--- config.mk ---
export PLATFORM = sky130hd
export DESIGN_NAME = uart_config_rx_flat
export DESIGN_NICKNAME = d
export VERILOG_FILES = /design/src/rtl/uart_config_rx_if.sv /design/src/rtl/uart_config_rx.sv /design/src/flat_wrapper.sv
export SDC_FILE = /design/constraint.sdc
export NUM_CORES = 1
export LEC_CHECK = 0
export BUFFER_PORTS_ARGS = -buffer_cell sky130_fd_sc_hd__buf_2
export CORE_UTILIZATION = 50
export CTS_BUF_LIST = sky130_fd_sc_hd__clkbuf_8
export CTS_CLUSTER_SIZE = 8
export DETAILED_ROUTE_END_ITERATION = 10
export PLACE_DENSITY_LB_ADDON = 0.05
export SETUP_SLACK_MARGIN = 0.4
export SYNTH_ARGS = -nofsm -noshare
export SYNTH_HDL_FRONTEND = slang
export SYNTH_SLANG_ARGS = --single-unit
--- constraint.sdc ---
create_clock -name CLK -period 1.94 [get_ports CLK]
set_input_delay 0.194 -clock CLK [delete_from_list [all_inputs] [get_ports CLK]]
set_output_delay 0.194 -clock CLK [all_outputs]
set_load 0.005 [all_outputs]
--- src/rtl/uart_config_rx_if.sv ---
// Output bundle of the configuration UART receiver plus its serial input.
// slave: the receiver side; master: whatever drives Rx and consumes the outputs.
interface uart_config_rx_if;
  logic        Rx;
  logic [7:0]  ByteData;
  logic        ByteValid;
  logic        FrameErr;
  logic [31:0] WriteData;
  logic        WriteStrobe;
  logic        ComActive;
  logic        ReceiveLED;

  modport slave (
    input  Rx,
    output ByteData,
    output ByteValid,
    output FrameErr,
    output WriteData,
    output WriteStrobe,
    output ComActive,
    output ReceiveLED
  );

  modport master (
    output Rx,
    input  ByteData,
    input  ByteValid,
    input  FrameErr,
    input  WriteData,
    input  WriteStrobe,
    input  ComActive,
    input  ReceiveLED
  );
endinterface

--- src/rtl/uart_config_rx.sv ---
// Configuration UART receiver: 8N1 deserialiser, MSB-first 32-bit word packer,
// write strobe generation and activity/LED status.
module uart_config_rx #(
  parameter int unsigned CLKS_PER_BIT = 8,
  parameter int unsigned IDLE_TIMEOUT = 4096
) (
  input  logic            CLK,
  input  logic            RST,
  uart_config_rx_if.slave bus
);

  localparam int unsigned CcW = $clog2(CLKS_PER_BIT);
  localparam int unsigned IcW = $clog2(IDLE_TIMEOUT);
  localparam logic [CcW-1:0] CcHalf = CcW'(CLKS_PER_BIT / 2 - 1);
  localparam logic [CcW-1:0] CcFull = CcW'(CLKS_PER_BIT - 1);
  localparam logic [IcW-1:0] IcLast = IcW'(IDLE_TIMEOUT - 1);

  typedef enum logic [2:0] {StIdle, StStart, StData, StStop, StBreak} state_e;

  state_e         state_q, state_d;
  logic [CcW-1:0] cc_q, cc_d;
  logic [2:0]     bc_q, bc_d;
  logic [7:0]     shift_q, shift_d;
  logic           byte_done, frame_err;

  logic           rx_meta_q, rx_s_q;

  logic [7:0]     byte_data_q;
  logic           byte_valid_q;
  logic           frame_err_q;
  logic [31:0]    word_q;
  logic [1:0]     idx_q;
  logic [31:0]    write_data_q;
  logic           write_strobe_q;
  logic           com_active_q;
  logic           receive_led_q;
  logic [IcW-1:0] idle_cnt_q;

  // Two-flop synchroniser on Rx, preset to the idle-high line level.
  always_ff @(posedge CLK) begin
    if (RST) begin
      rx_meta_q <= 1'b1;
      rx_s_q    <= 1'b1;
    end else begin
      rx_meta_q <= bus.Rx;
      rx_s_q    <= rx_meta_q;
    end
  end

  // Receive FSM state and counters.
  always_ff @(posedge CLK) begin
    if (RST) begin
      state_q <= StIdle;
      cc_q    <= '0;
      bc_q    <= '0;
      shift_q <= '0;
    end else begin
      state_q <= state_d;
      cc_q    <= cc_d;
      bc_q    <= bc_d;
      shift_q <= shift_d;
    end
  end

  // Next-state: half-bit check of the start bit, then full-bit steps land mid-bit.
  always_comb begin
    state_d   = state_q;
    cc_d      = cc_q + 1'b1;
    bc_d      = bc_q;
    shift_d   = shift_q;
    byte_done = 1'b0;
    frame_err = 1'b0;
    case (state_q)
      StIdle: begin
        cc_d = '0;
        if (!rx_s_q) state_d = StStart;
      end
      StStart: begin
        if (cc_q == CcHalf) begin
          cc_d    = '0;
          bc_d    = '0;
          state_d = rx_s_q ? StIdle : StData;
        end
      end
      StData: begin
        if (cc_q == CcFull) begin
          cc_d          = '0;
          shift_d[bc_q] = rx_s_q;
          bc_d          = bc_q + 1'b1;
          if (bc_q == 3'd7) state_d = StStop;
        end
      end
      StStop: begin
        if (cc_q == CcFull) begin
          cc_d = '0;
          if (rx_s_q) begin
            byte_done = 1'b1;
            state_d   = StIdle;
          end else begin
            frame_err = 1'b1;
            state_d   = StBreak;
          end
        end
      end
      StBreak: begin
        cc_d = '0;
        if (rx_s_q) state_d = StIdle;
      end
      default: begin
        cc_d    = '0;
        state_d = StIdle;
      end
    endcase
  end

  // Registered byte/word outputs, idle timeout and LED; ByteValid beats timeout.
  always_ff @(posedge CLK) begin
    if (RST) begin
      byte_data_q    <= '0;
      byte_valid_q   <= 1'b0;
      frame_err_q    <= 1'b0;
      word_q         <= '0;
      idx_q          <= '0;
      write_data_q   <= '0;
      write_strobe_q <= 1'b0;
      com_active_q   <= 1'b0;
      receive_led_q  <= 1'b0;
      idle_cnt_q     <= '0;
    end else begin
      byte_valid_q   <= byte_done;
      frame_err_q    <= frame_err;
      write_strobe_q <= 1'b0;
      if (byte_done) byte_data_q <= shift_q;
      if (byte_valid_q) begin
        word_q       <= {word_q[23:0], byte_data_q};
        idx_q        <= idx_q + 1'b1;
        com_active_q <= 1'b1;
        idle_cnt_q   <= '0;
        if (idx_q == 2'd3) begin
          write_data_q   <= {word_q[23:0], byte_data_q};
          write_strobe_q <= 1'b1;
          receive_led_q  <= ~receive_led_q;
        end
      end else if (idle_cnt_q == IcLast) begin
        // Saturated: line has been quiet long enough to drop word alignment.
        com_active_q <= 1'b0;
        idx_q        <= '0;
      end else begin
        idle_cnt_q <= idle_cnt_q + 1'b1;
      end
    end
  end

  assign bus.ByteData    = byte_data_q;
  assign bus.ByteValid   = byte_valid_q;
  assign bus.FrameErr    = frame_err_q;
  assign bus.WriteData   = write_data_q;
  assign bus.WriteStrobe = write_strobe_q;
  assign bus.ComActive   = com_active_q;
  assign bus.ReceiveLED  = receive_led_q;

endmodule

--- src/flat_wrapper.sv ---
// flat-port wrapper written by rule: the top's interface ports become plain ports
module uart_config_rx_flat 
#(
  parameter int unsigned CLKS_PER_BIT = 8,
  parameter int unsigned IDLE_TIMEOUT = 4096
)
  (CLK, RST, bus_Rx, bus_ByteData, bus_ByteValid, bus_FrameErr, bus_WriteData, bus_WriteStrobe, bus_ComActive, bus_ReceiveLED);
  uart_config_rx_if bus_i ();
  input  logic CLK;
  input  logic RST;
  input wire logic [$bits(bus_i.Rx)-1:0] bus_Rx;
  output wire logic [$bits(bus_i.ByteData)-1:0] bus_ByteData;
  output wire logic [$bits(bus_i.ByteValid)-1:0] bus_ByteValid;
  output wire logic [$bits(bus_i.FrameErr)-1:0] bus_FrameErr;
  output wire logic [$bits(bus_i.WriteData)-1:0] bus_WriteData;
  output wire logic [$bits(bus_i.WriteStrobe)-1:0] bus_WriteStrobe;
  output wire logic [$bits(bus_i.ComActive)-1:0] bus_ComActive;
  output wire logic [$bits(bus_i.ReceiveLED)-1:0] bus_ReceiveLED;
  assign bus_i.Rx = bus_Rx;
  assign bus_ByteData = bus_i.ByteData;
  assign bus_ByteValid = bus_i.ByteValid;
  assign bus_FrameErr = bus_i.FrameErr;
  assign bus_WriteData = bus_i.WriteData;
  assign bus_WriteStrobe = bus_i.WriteStrobe;
  assign bus_ComActive = bus_i.ComActive;
  assign bus_ReceiveLED = bus_i.ReceiveLED;
  uart_config_rx #(.CLKS_PER_BIT(CLKS_PER_BIT), .IDLE_TIMEOUT(IDLE_TIMEOUT)) u_core (.CLK(CLK), .RST(RST), .bus(bus_i));
endmodule
==> results of run 1 <==
per-stage QoR:
stage               power (W)  util, %  std cells
floorplan             0.00221        -        444
global placement      0.00223     55.5        570
detailed placement    0.00223     55.5        570
CTS                   0.00346     58.6        588
global route          0.00355     59.3        589
finish                0.00343     59.3        589
power groups by stage:
stage	logic [W]	registers [W]	clock network [W]
finish	0.0000672	0.00212	0.00124
detailed placement	0.0000659	0.00216	0
floorplan	0.0000546	0.00216	0
CTS	0.0000663	0.00211	0.00128
global placement	0.0000651	0.00216	0
global route	0.0000756	0.00212	0.00136
cell families after synthesis:
logic type / after synthesis
buf+inv: 36
fa+ha+maj: 8
simple gates: 192
flops: 102
compound gates: 69
xor+xnor: 3
mux: 34
per-layer routing:
metal	share of wire (%)	up-vias	global-route usage [%]
met1	50	1449	26.7
met5	0	-	0
met4	1.1	0	7.94
li1	-	1583	-
met3	3.0	6	3.03
met2	46	41	30.9
registers in the layout, indices dropped and copies added (netlist names):
| signal | flops |
|---|---|
| u_core.bus.ByteData | 8 |
| u_core.word_q | 24 |
| u_core.bus.WriteData | 32 |
| u_core.shift_q | 8 |
| u_core.bus.ReceiveLED | 1 |
| u_core.bus.FrameErr | 1 |
| u_core.idx_q | 2 |
| u_core.bus.WriteStrobe | 1 |
| u_core.rx_s_q | 1 |
| u_core.rx_meta_q | 1 |
| u_core.cc_q | 3 |
| u_core.idle_cnt_q | 12 |
| u_core.bus.ByteValid | 1 |
| u_core.bus.ComActive | 1 |
| u_core.state_q | 3 |
| u_core.bc_q | 3 |
cell type report:
cell class / instances / area (µm²) / area share [%]
clock buffer: 9 / 124 / 2.72
timing repair buffer: 59 / 329 / 7.22
inverter: 4 / 15.0 / 0.330
tap: 102 / 128 / 2.80
sequential: 102 / 2060 / 45.2
clock inverter: 7 / 58.8 / 1.29
multi-input combinational: 306 / 1840 / 40.5
final timing paths:
check        cells past startpoint              from                end
max                              6    u_core.cc_q[1]  u_core.shift_q[2]
min                              2            bus_Rx   u_core.rx_meta_q
max reg2reg                      6    u_core.cc_q[1]  u_core.shift_q[2]
min reg2reg                      1  u_core.rx_meta_q      u_core.rx_s_q
critical path: cells and delay by family, from the launching register on:
kind / cells / cell delay (ns)
and+or+nand+nor: 3 / 0.55
DFF: 1 / 0.36
adders and majority gates: 2 / 0.33
muxes: 1 / 0.20
synthesized netlist by cell type (all sizes together) (2+ instances only):
cell	count	share of area (%)
dfxtp	102	52
nand2	83	7.9
a21oi	56	7.1
nor2	51	4.9
mux2i	32	8.1
clkbuf	20	1.9
nand3	14	1.8
buf	12	1.6
ha	8	2.5
nor3	8	1.1
nand4	6	1.1
o21ai	6	0.76
inv	4	0.38
nand3b	4	0.76
or2	4	0.63
or3	4	0.63
a31oi	3	0.48
and2	3	0.48
a22oi	2	0.38
nand4b	2	0.44
nor3b	2	0.38
nor4b	2	0.44
nor4bb	2	0.51
xnor2	2	0.44
what timing repair did:
| item | CTS | global route |
|---|---|---|
| setup endpoints to repair | 27 | 24 |
| gates cloned | 0 | 0 |
| pin swaps | 0 | 5 |
| gates resized for setup | 11 | 13 |
| setup buffers | 2 | 1 |
cells in the final DEF (no fill, tap or decap), types with 4 or more instances in the layout:
| cell | Yosys | final |
|---|---|---|
| o21ai_0 | 5 | 5 |
| nand2_1 | 83 | 82 |
| nand3b_1 | 4 | 4 |
| inv_1 | 4 | 5 |
| nor2_1 | 51 | 50 |
| buf_2 | 9 | 47 |
| mux2i_1 | 32 | 32 |
| or2_2 | 4 | 4 |
| dfxtp_1 | 102 | 91 |
| nand3_1 | 14 | 14 |
| buf_4 | 0 | 11 |
| clkbuf_8 | 0 | 9 |
| a21oi_1 | 56 | 56 |
| dfxtp_2 | 0 | 10 |
| nand4_1 | 5 | 5 |
| nor3_1 | 7 | 6 |
| ha_1 | 8 | 5 |
==> flow_summary.yaml, run 1 <==
synthesis:
  synthAdderAreaFrac_pct: 2.54
  synth_edf_count: 0
  seq_area_frac_synth_pct: 51.7
  syn_area_um2: 3950
  synth_xor_area_share_pct: 0.666
  ys_types: 42
  netlist_instances: 444
  synth_top_family_by_area: "simple AND/OR/NAND/NOR gates"
  synthMuxAreaShare_pct: 8.97
  syn_area_per_cell_um2: 8.89
  synthFlopType: "dfxtp_1"
  synth_fp_nets: 455
  async_flop_share_pct: 0
  synth-compound-area-share_pct: 9.10
  yosysWarnings: 0
  synth-seq-cells: 102
  synth-simple-area-share_pct: 23.1
die:
  initial_utilization_pct: 51.3
  dieArea_um2: 8250
  core_um2: 7690
  row_count: 32
  top_level_ports: 48
  die_w_um: 90.8
  die_h_um: 90.8
critical_path:
  cp.arrival_ns: 1.78
  required_ns: 2.19
  max_stage_delay_ns: 0.36
  crit_path_start_kind: "flop"
  end_kind: "flop"
  worst-path-max-fanout: 6
  cp_cell_sequence: "ha_4 > ha_4 > nand4bb_4 > nor4b_4 > mux2i_1 > nor2_1"
  path_common_cell: "ha_4"
  cp_slowest_cell: "dfxtp_2"
  critPathKind: "reg2reg"
  reg2reg_slack_ns: 0.40
routing:
  ant_nets: 0
  drc: 0
  drt_iter0_markers: 124
  wire_per_inst_um: 12.7
  drtPass1Iterations: 5
  drt-total-wl_um: 7480
  num_vias: 3079
  vias_per_cell: 5.23
finish:
  finalNetCount: 493
  fillCellCount: 747
  area_growth_syn_to_layout_pct: 15.4
  antenna_cells: 0
  final_area_um2: 4560
  drive_above_1_share_pct: 22.0
global_route:
  grtUsageTotal_pct: 19.5
  grt-ovfl-total: 0
  grt_max_degree: 42
  grt_pass1_wl_um: 13000
  grt_pass1_vias: 2752
  antenna_found_initial: 0
clock_tree:
  cts_buffers: 9
  cts-root-buf: "clkbuf_8"
  clk_latency_ns: 0.36
  cts_sinks: 102
  ctsHoldBuffers: 0
  cts_htree_levels: 3
  path_clk_slew_ns: 0.10
  clk_path_buf_depth: 2
  cts_tree: "yes"
power_and_ir_drop:
  p_comb_share_pct: 2.0
  p_sw_share_pct: 23.7
  power_density_nw_per_um2: 752
  ir_worst_vdd_v: 0.000379
  leakage_nw: 1.68
  p_int_w: 0.00261
  switchingPower_w: 0.000814
  pwr-share-clk_pct: 36.3
  p_seq_share_pct: 61.8
place:
  gp_congestion: 0.777
  place_ws_ns: 0.279
  place.port_buffers: 47
  post_dp_cell_area_um2: 4270
  hpwl_um: 4990
timing:
  max_slew_margin_pct: 73.5
  hold_ws_ns: 0.0173
  slew_violations: 0
  hold_violations: 0
  period_needed_ns: 1.54
  setup_viol: 0
  timing.final.crit_share_pct: 79.2
  skew_ns: 0.0112
  tns_ns: 0
  layout_setup_ws_ns: 0.403
  rsz0062_at_grt: "true"
  maxClockFrequency_mhz: 651
  tightest_slew_ns: 0.398
run:
  cap_violations: 0
run_status:
  run_status: "finished, final reports clean"
min_path:
  hp-class: "in2reg"
No activity file was read; power rests on OpenSTA's default activity.
==> run 2: changes to the inputs <==
Settings changed: ABC_AREA set to 1.
Clock period 1.94 ns to 1.25 ns, I/O delays scaled along.
==> run 2 against run 1 <==
The run now ends with setup timing left. Global-route usage rose by 7.3 points. Sequential share of layout area fell by 11 points. Sequential power rose by 58%. Final cell count rose by 23%. Critical path type unchanged.
==> flow_summary.yaml, run 2 <==
run_status:
  run_status: "finished with violations"
  violations: "setup timing"
critical_path:
  required_ns: 1.53
  crit_path_start_kind: "flop"
  cp.arrival_ns: 1.67
  worstSetupStartpoint: "u_core.cc_q[0]"
  r2r_end: "u_core.shift_q[6]"
  crit_end: "u_core.shift_q[6]"
  critPathKind: "reg2reg"
  worst-path-max-fanout: 3
  reg2reg_slack_ns: -0.14
  r2r.worst_path.cells: 8
  r2r_start: "u_core.cc_q[0]"
  end_kind: "flop"
timing:
  tightest_slew_ns: 0.306
  layout_setup_ws_ns: -0.137
  hold_ws_ns: 0.0521
  setup_viol: 22
  timing.final.crit_share_pct: 111
  hold_violations: 0
  max_slew_margin_pct: 79.6
  rsz0062_at_grt: "true"
  slew_violations: 0
  skew_ns: 0.0199
  maxClockFrequency_mhz: 721
  period_needed_ns: 1.39
clock_tree:
  cts_tree: "yes"
  clk_path_buf_depth: 2
  cts-root-buf: "clkbuf_8"
  cts_buffers: 9
  path_clk_slew_ns: 0.11
  clk_latency_ns: 0.37
  cts_sinks: 102
  cts_htree_levels: 3
finish:
  area_growth_syn_to_layout_pct: 61.0
  drive_above_1_share_pct: 58.2
  layout_commonest_cell: "buf_4"
  largest_reg_flops: 32
  finalNetCount: 633
  post-route-util_pct: 84.9
  antenna_cells: 0
  final_cell_mix: "buf_4 (68), nor2_1 (54), nand2_1 (47)"
die:
  dieArea_um2: 8160
  die_w_um: 90.4
  row_count: 31
  core_um2: 7410
  die_h_um: 90.4
  top_level_ports: 48
  initial_utilization_pct: 52.7
global_route:
  groute.layer.met3.usage_pct: 4.12
  use_met1_pct: 31.2
  grt_max_degree: 31
  grt_pass1_wl_um: 17400
  grt-ovfl-total: 0
  gr-usage-met2_pct: 49.3
  grt_busiest_layer: "met2"
  grtUsageTotal_pct: 26.9
  antenna_found_initial: 0
  grt_pass1_vias: 3619
synthesis:
  synth_area_leaders: "dfxtp_1 (52%), o21ai_0 (7.2%), nor2_1 (6.2%), nand2_1 (5.7%), inv_1 (4.8%)"
  synth_most_common_cell: "dfxtp_1"
  yosysWarnings: 0
  synth_top_cell_by_area: "dfxtp_1"
  seq_area_frac_synth_pct: 52.3
  synth_fp_nets: 495
  synthFlopType: "dfxtp_1"
  yosys.area.top_type_share_pct: 52.3
  ys_types: 31
  syn_area_um2: 3900
  netlist_instances: 484
  synth_edf_count: 0
  synth-seq-cells: 102
  async_flop_share_pct: 0
  syn_area_per_cell_um2: 8.07
  yosys-top-cells-count: "dfxtp_1 (102), nor2_1 (64), nand2_1 (59)"
power_and_ir_drop:
  p_seq_share_pct: 50.7
  pwr-share-clk_pct: 30.9
  p_total_w: 0.00659
  p_comb_share_pct: 18.4
  ir_worst_vdd_v: 0.000738
  p_sw_share_pct: 30.6
  power_density_nw_per_um2: 1050
  p_int_w: 0.00457
  switchingPower_w: 0.00202
  leakage_nw: 2.65
routing:
  drtPass1Iterations: 5
  drt_iter0_markers: 173
  wire_per_inst_um: 16.4
  vias_per_cell: 5.35
  ant_nets: 0
  drt-total-wl_um: 11900
  drc: 0
  num_vias: 3885
min_path:
  hp-class: "in2reg"
place:
  gp_congestion: 0.843
  place.port_buffers: 47
  hpwl_um: 5660
run:
  cap_violations: 0
## run 2: changes by cell type after synthesis, sizes merged, moves of 10 or more
cell    delta
nand3     +15
o21ai     +50
clkbuf    -10
o22ai     +16
inv       +51
nor2      +21
mux2i     -32
nand2     -20
a21oi     -21
## run 2: cells by family (layout without fill, tap and decap cells)
group	after synthesis	count (layout)	share of synthesized area, %
AO/OA/AOI/OAI	113	113	15.3
AND/OR/NAND/NOR	181	182	21.0
flip-flops	102	102	52.3
XOR/XNOR	4	4	0.898
adder cells (fa/ha/maj)	8	8	2.56
buffers and inverters	76	218	7.92
## run 2: timing repair
action | CTS | global route
cloned | 8 | 0
hold buffers | 1 | 0
endpoints found under the setup margin | 145 | 145
pin swaps | 24 | 20
gates resized for setup | 169 | 49
setup buffers | 42 | 18
endpoints found under the hold margin | 1 | 0
## run 2: area by class of cell
cell class | instances | area (µm²)
multi-input combinational | 307 | 2270
sequential | 102 | 2140
timing repair buffer | 146 | 1330
fill | 367 | 1120
inverter | 56 | 234
clock buffer | 9 | 124
tap | 99 | 124
clock inverter | 7 | 66.3
## run 2: how the worst min path moves through the flow
stage | from | end | cells after the start
CTS | RST | u_core.rx_meta_q | 2
floorplan | bus_Rx | u_core.rx_meta_q | 1
global route | RST | u_core.rx_meta_q | 2
finish | RST | u_core.rx_meta_q | 2
global placement | bus_Rx | u_core.rx_meta_q | 2
detailed placement | bus_Rx | u_core.rx_meta_q | 2
## run 2: power groups by stage
stage / logic [W] / clock network (W) / registers, W
6_report: 0.00121 / 0.00203 / 0.00334
5_1_grt: 0.00131 / 0.00221 / 0.00335
4_1_cts: 0.00110 / 0.00203 / 0.00335
3_5_place_dp: 0.000870 / 0 / 0.00343
3_3_place_gp: 0.000859 / 0 / 0.00343
2_1_floorplan: 0.000620 / 0 / 0.00343
## run 2: through the flow
stage,instances,setup TNS [ns],worst slack [ns],area [µm²]
after global routing,726,-4.07,-0.209,6290
after global placement,641,-0.275,-0.0250,4680
after CTS,708,-1.09,-0.0856,5930
after detailed placement,641,-0.889,-0.0794,4680
final,726,-1.87,-0.137,6290
after floorplan,484,0,0.00798,4260
## run 2: critical path, cell delays in order (launching register included)
cell,delay (ns)
dfxtp_2,0.36
ha_4,0.15
ha_4,0.16
nand3_4,0.12
buf_12,0.16
nor3_2,0.15
nand2_1,0.09
nand2_1,0.06
nor2_1,0.04
## run 2: routing by layer
| metal | vias up | part of all wire [%] |
|---|---|---|
| met2 | 135 | 53 |
| met1 | 1862 | 40 |
| met3 | 24 | 4.3 |
| met5 | - | 0 |
| li1 | 1864 | - |
| met4 | 0 | 2.3 |
==> run 3: changes to the inputs <==
Settings changed: ABC_AREA 1 to unset.
==> run 3 against run 2 <==
The flow still finishes with violations (setup timing). Non-clock buffer count fell by 33. Die area rose by 1.1%. Sequential power fell by 2%. Via count fell by 11%. Register-to-register slack got worse by 0.11 ns. Maximum frequency fell by 7.3%.
==> flow_summary.yaml, run 3 (same netlist as run 1, synthesis figures left out) <==
run_status:
  run_status: "finished with violations"
  violations: "setup timing"
critical_path:
  worst-path-max-fanout: 3
  r2r_start: "u_core.cc_q[0]"
  cp_slowest_cell: "mux4_2"
  required_ns: 1.55
  reg2reg_slack_ns: -0.25
  end_kind: "flop"
  critPathKind: "reg2reg"
  r2r_end: "u_core.state_q[0]"
  cp.arrival_ns: 1.79
  r2r.worst_path.cells: 6
  path_buf_inv: 2
  cpLargestDelayFamily: "multiplexers"
  cp_cell_sequence: "ha_4 > buf_4 > buf_6 > ha_4 > mux4_2 > nor2_1"
  path_common_cell: "ha_4"
  crit_path_start_kind: "flop"
  max_stage_delay_ns: 0.45
timing:
  period_needed_ns: 1.50
  maxClockFrequency_mhz: 668
  tightest_slew_ns: 0.406
  hold_violations: 0
  skew_ns: 0.0164
  max_slew_margin_pct: 72.9
  setup_viol: 34
  timing.final.crit_share_pct: 120
  slew_violations: 0
  hold_ws_ns: 0.0829
  rsz0062_at_grt: "true"
  layout_setup_ws_ns: -0.247
die:
  row_count: 32
  dieArea_um2: 8250
  die_w_um: 90.8
  initial_utilization_pct: 51.3
  core_um2: 7690
  die_h_um: 90.8
  top_level_ports: 48
power_and_ir_drop:
  pwr-share-clk_pct: 38.3
  p_int_w: 0.00435
  ir_worst_vdd_v: 0.000594
  p_sw_share_pct: 21.8
  p_comb_share_pct: 3.2
  p_seq_share_pct: 58.6
  switchingPower_w: 0.00122
  power_density_nw_per_um2: 972
  leakage_nw: 2.15
routing:
  drt_iter0_markers: 150
  vias_per_cell: 5.33
  drtPass1Iterations: 4
  drc: 0
  top_layer_used: "met4"
  wire_per_inst_um: 15.4
  num_vias: 3451
  dr_wl_met2_um: 5010
  ant_nets: 0
  drt-total-wl_um: 10000
  wl_met3_um: 403
  wirelength_met1_um: 4540
place:
  place.port_buffers: 47
  hpwl_um: 5380
  post_dp_cell_area_um2: 4630
  gp_congestion: 0.782
min_path:
  hp-class: "in2reg"
  min_to: "u_core.bus.ReceiveLED"
  whs_path_depth: 2
  hp-start: "RST"
clock_tree:
  cts-root-buf: "clkbuf_8"
  cts_buffers: 9
  cts_tree: "yes"
  cts_sinks: 102
  path_clk_slew_ns: 0.09
  clk_latency_ns: 0.36
  clk_path_buf_depth: 2
  cts_htree_levels: 3
finish:
  post-route-util_pct: 74.5
  area_growth_syn_to_layout_pct: 45.1
  drive_above_1_share_pct: 51.3
  seq_area_um2: 2140
  final_area_um2: 5730
  final_cell_mix: "nand2_1 (59), dfxtp_2 (52), nor2_1 (47)"
  multi_input_area_um2: 2240
  largest_reg_flops: 32
  layout_commonest_cell: "nand2_1"
  antenna_cells: 0
  finalNetCount: 553
  fillCellCount: 572
global_route:
  antenna_found_initial: 0
  grt_pass1_vias: 3218
  grt-ovfl-total: 0
  grt_pass1_wl_um: 15400
  grt_max_degree: 43
  grtUsageTotal_pct: 23.4
run:
  cap_violations: 0
run 3: cell types whose count changed in the layout (fill, tap and decap cells not counted), moves of 13 or more:
cell | before | now
buf_4 | 68 | 34
o21ai_2 | 22 | 1
a21oi_1 | 10 | 44
inv_1 | 43 | 3
mux2i_1 | 0 | 29
nor2_4 | 15 | 2
o21ai_1 | 19 | 4
run 3: layout make-up:
| type | count | share of cell area [%] |
|---|---|---|
| multi-input cells | 312 | 39.1 |
| repair buffers | 113 | 17.5 |
| well taps | 102 | 2.23 |
| clock inverters | 4 | 0.917 |
| flip-flops and latches | 102 | 37.4 |
| clock buffers | 11 | 2.64 |
| inverters | 4 | 0.262 |
run 3: power by group through the flow:
stage	clock [W]	sequential, W	combinational, W
after CTS	0.00217	0.00327	0.000167
after floorplan	0	0.00335	0.000103
after global routing	0.00228	0.00326	0.000190
after global placement	0	0.00335	0.000146
final	0.00213	0.00326	0.000177
after detailed placement	0	0.00335	0.000148
run 3: routing by layer:
| metal | global-route usage [%] | up-vias |
|---|---|---|
| met5 | 0 | - |
| met4 | 6.48 | 0 |
| met2 | 38.8 | 61 |
| met1 | 31.0 | 1685 |
| li1 | - | 1700 |
| met3 | 4.88 | 5 |
run 3: worst max-delay path by stage:
stage | startpoint | endpoint | slack, ns | depth (start not counted)
4_1_cts | u_core.cc_q[1] | u_core.shift_q[2] | -0.21 | 6
5_1_grt | u_core.cc_q[0] | u_core.shift_q[0] | -0.33 | 6
3_5_place_dp | u_core.cc_q[1] | u_core.shift_q[2] | -0.20 | 6
2_1_floorplan | u_core.cc_q[0] | u_core.shift_q[6] | -0.22 | 7
3_3_place_gp | u_core.cc_q[0] | u_core.shift_q[1] | -0.16 | 6
6_report | u_core.cc_q[0] | u_core.state_q[0] | -0.25 | 6
run 3: worst reg2reg max path, delay by kind of cell, from the launching register on:
family	cells	cell delay, ns
fa+ha+maj	2	0.32
simple gates	1	0.09
buf+inv	2	0.24
mux	1	0.45
flops	1	0.34
run 3: timing repair:
item                                   CTS  global route
setup buffers                           16            14
pin swaps                               19            31
endpoints found under the hold margin    1             0
setup endpoints to repair              145           145
gates resized for setup                 89            74
gates cloned                             6             3
hold buffers                             1             0
run 3: per-stage QoR:
stage	power, W	TNS [ns]	std cells	setup slack [ns]
floorplan	0.00345	-3.85	444	-0.221
global placement	0.00350	-2.84	593	-0.158
detailed placement	0.00350	-3.78	593	-0.197
CTS	0.00560	-3.77	631	-0.207
global route	0.00574	-7.13	648	-0.326
finish	0.00557	-4.80	648	-0.247
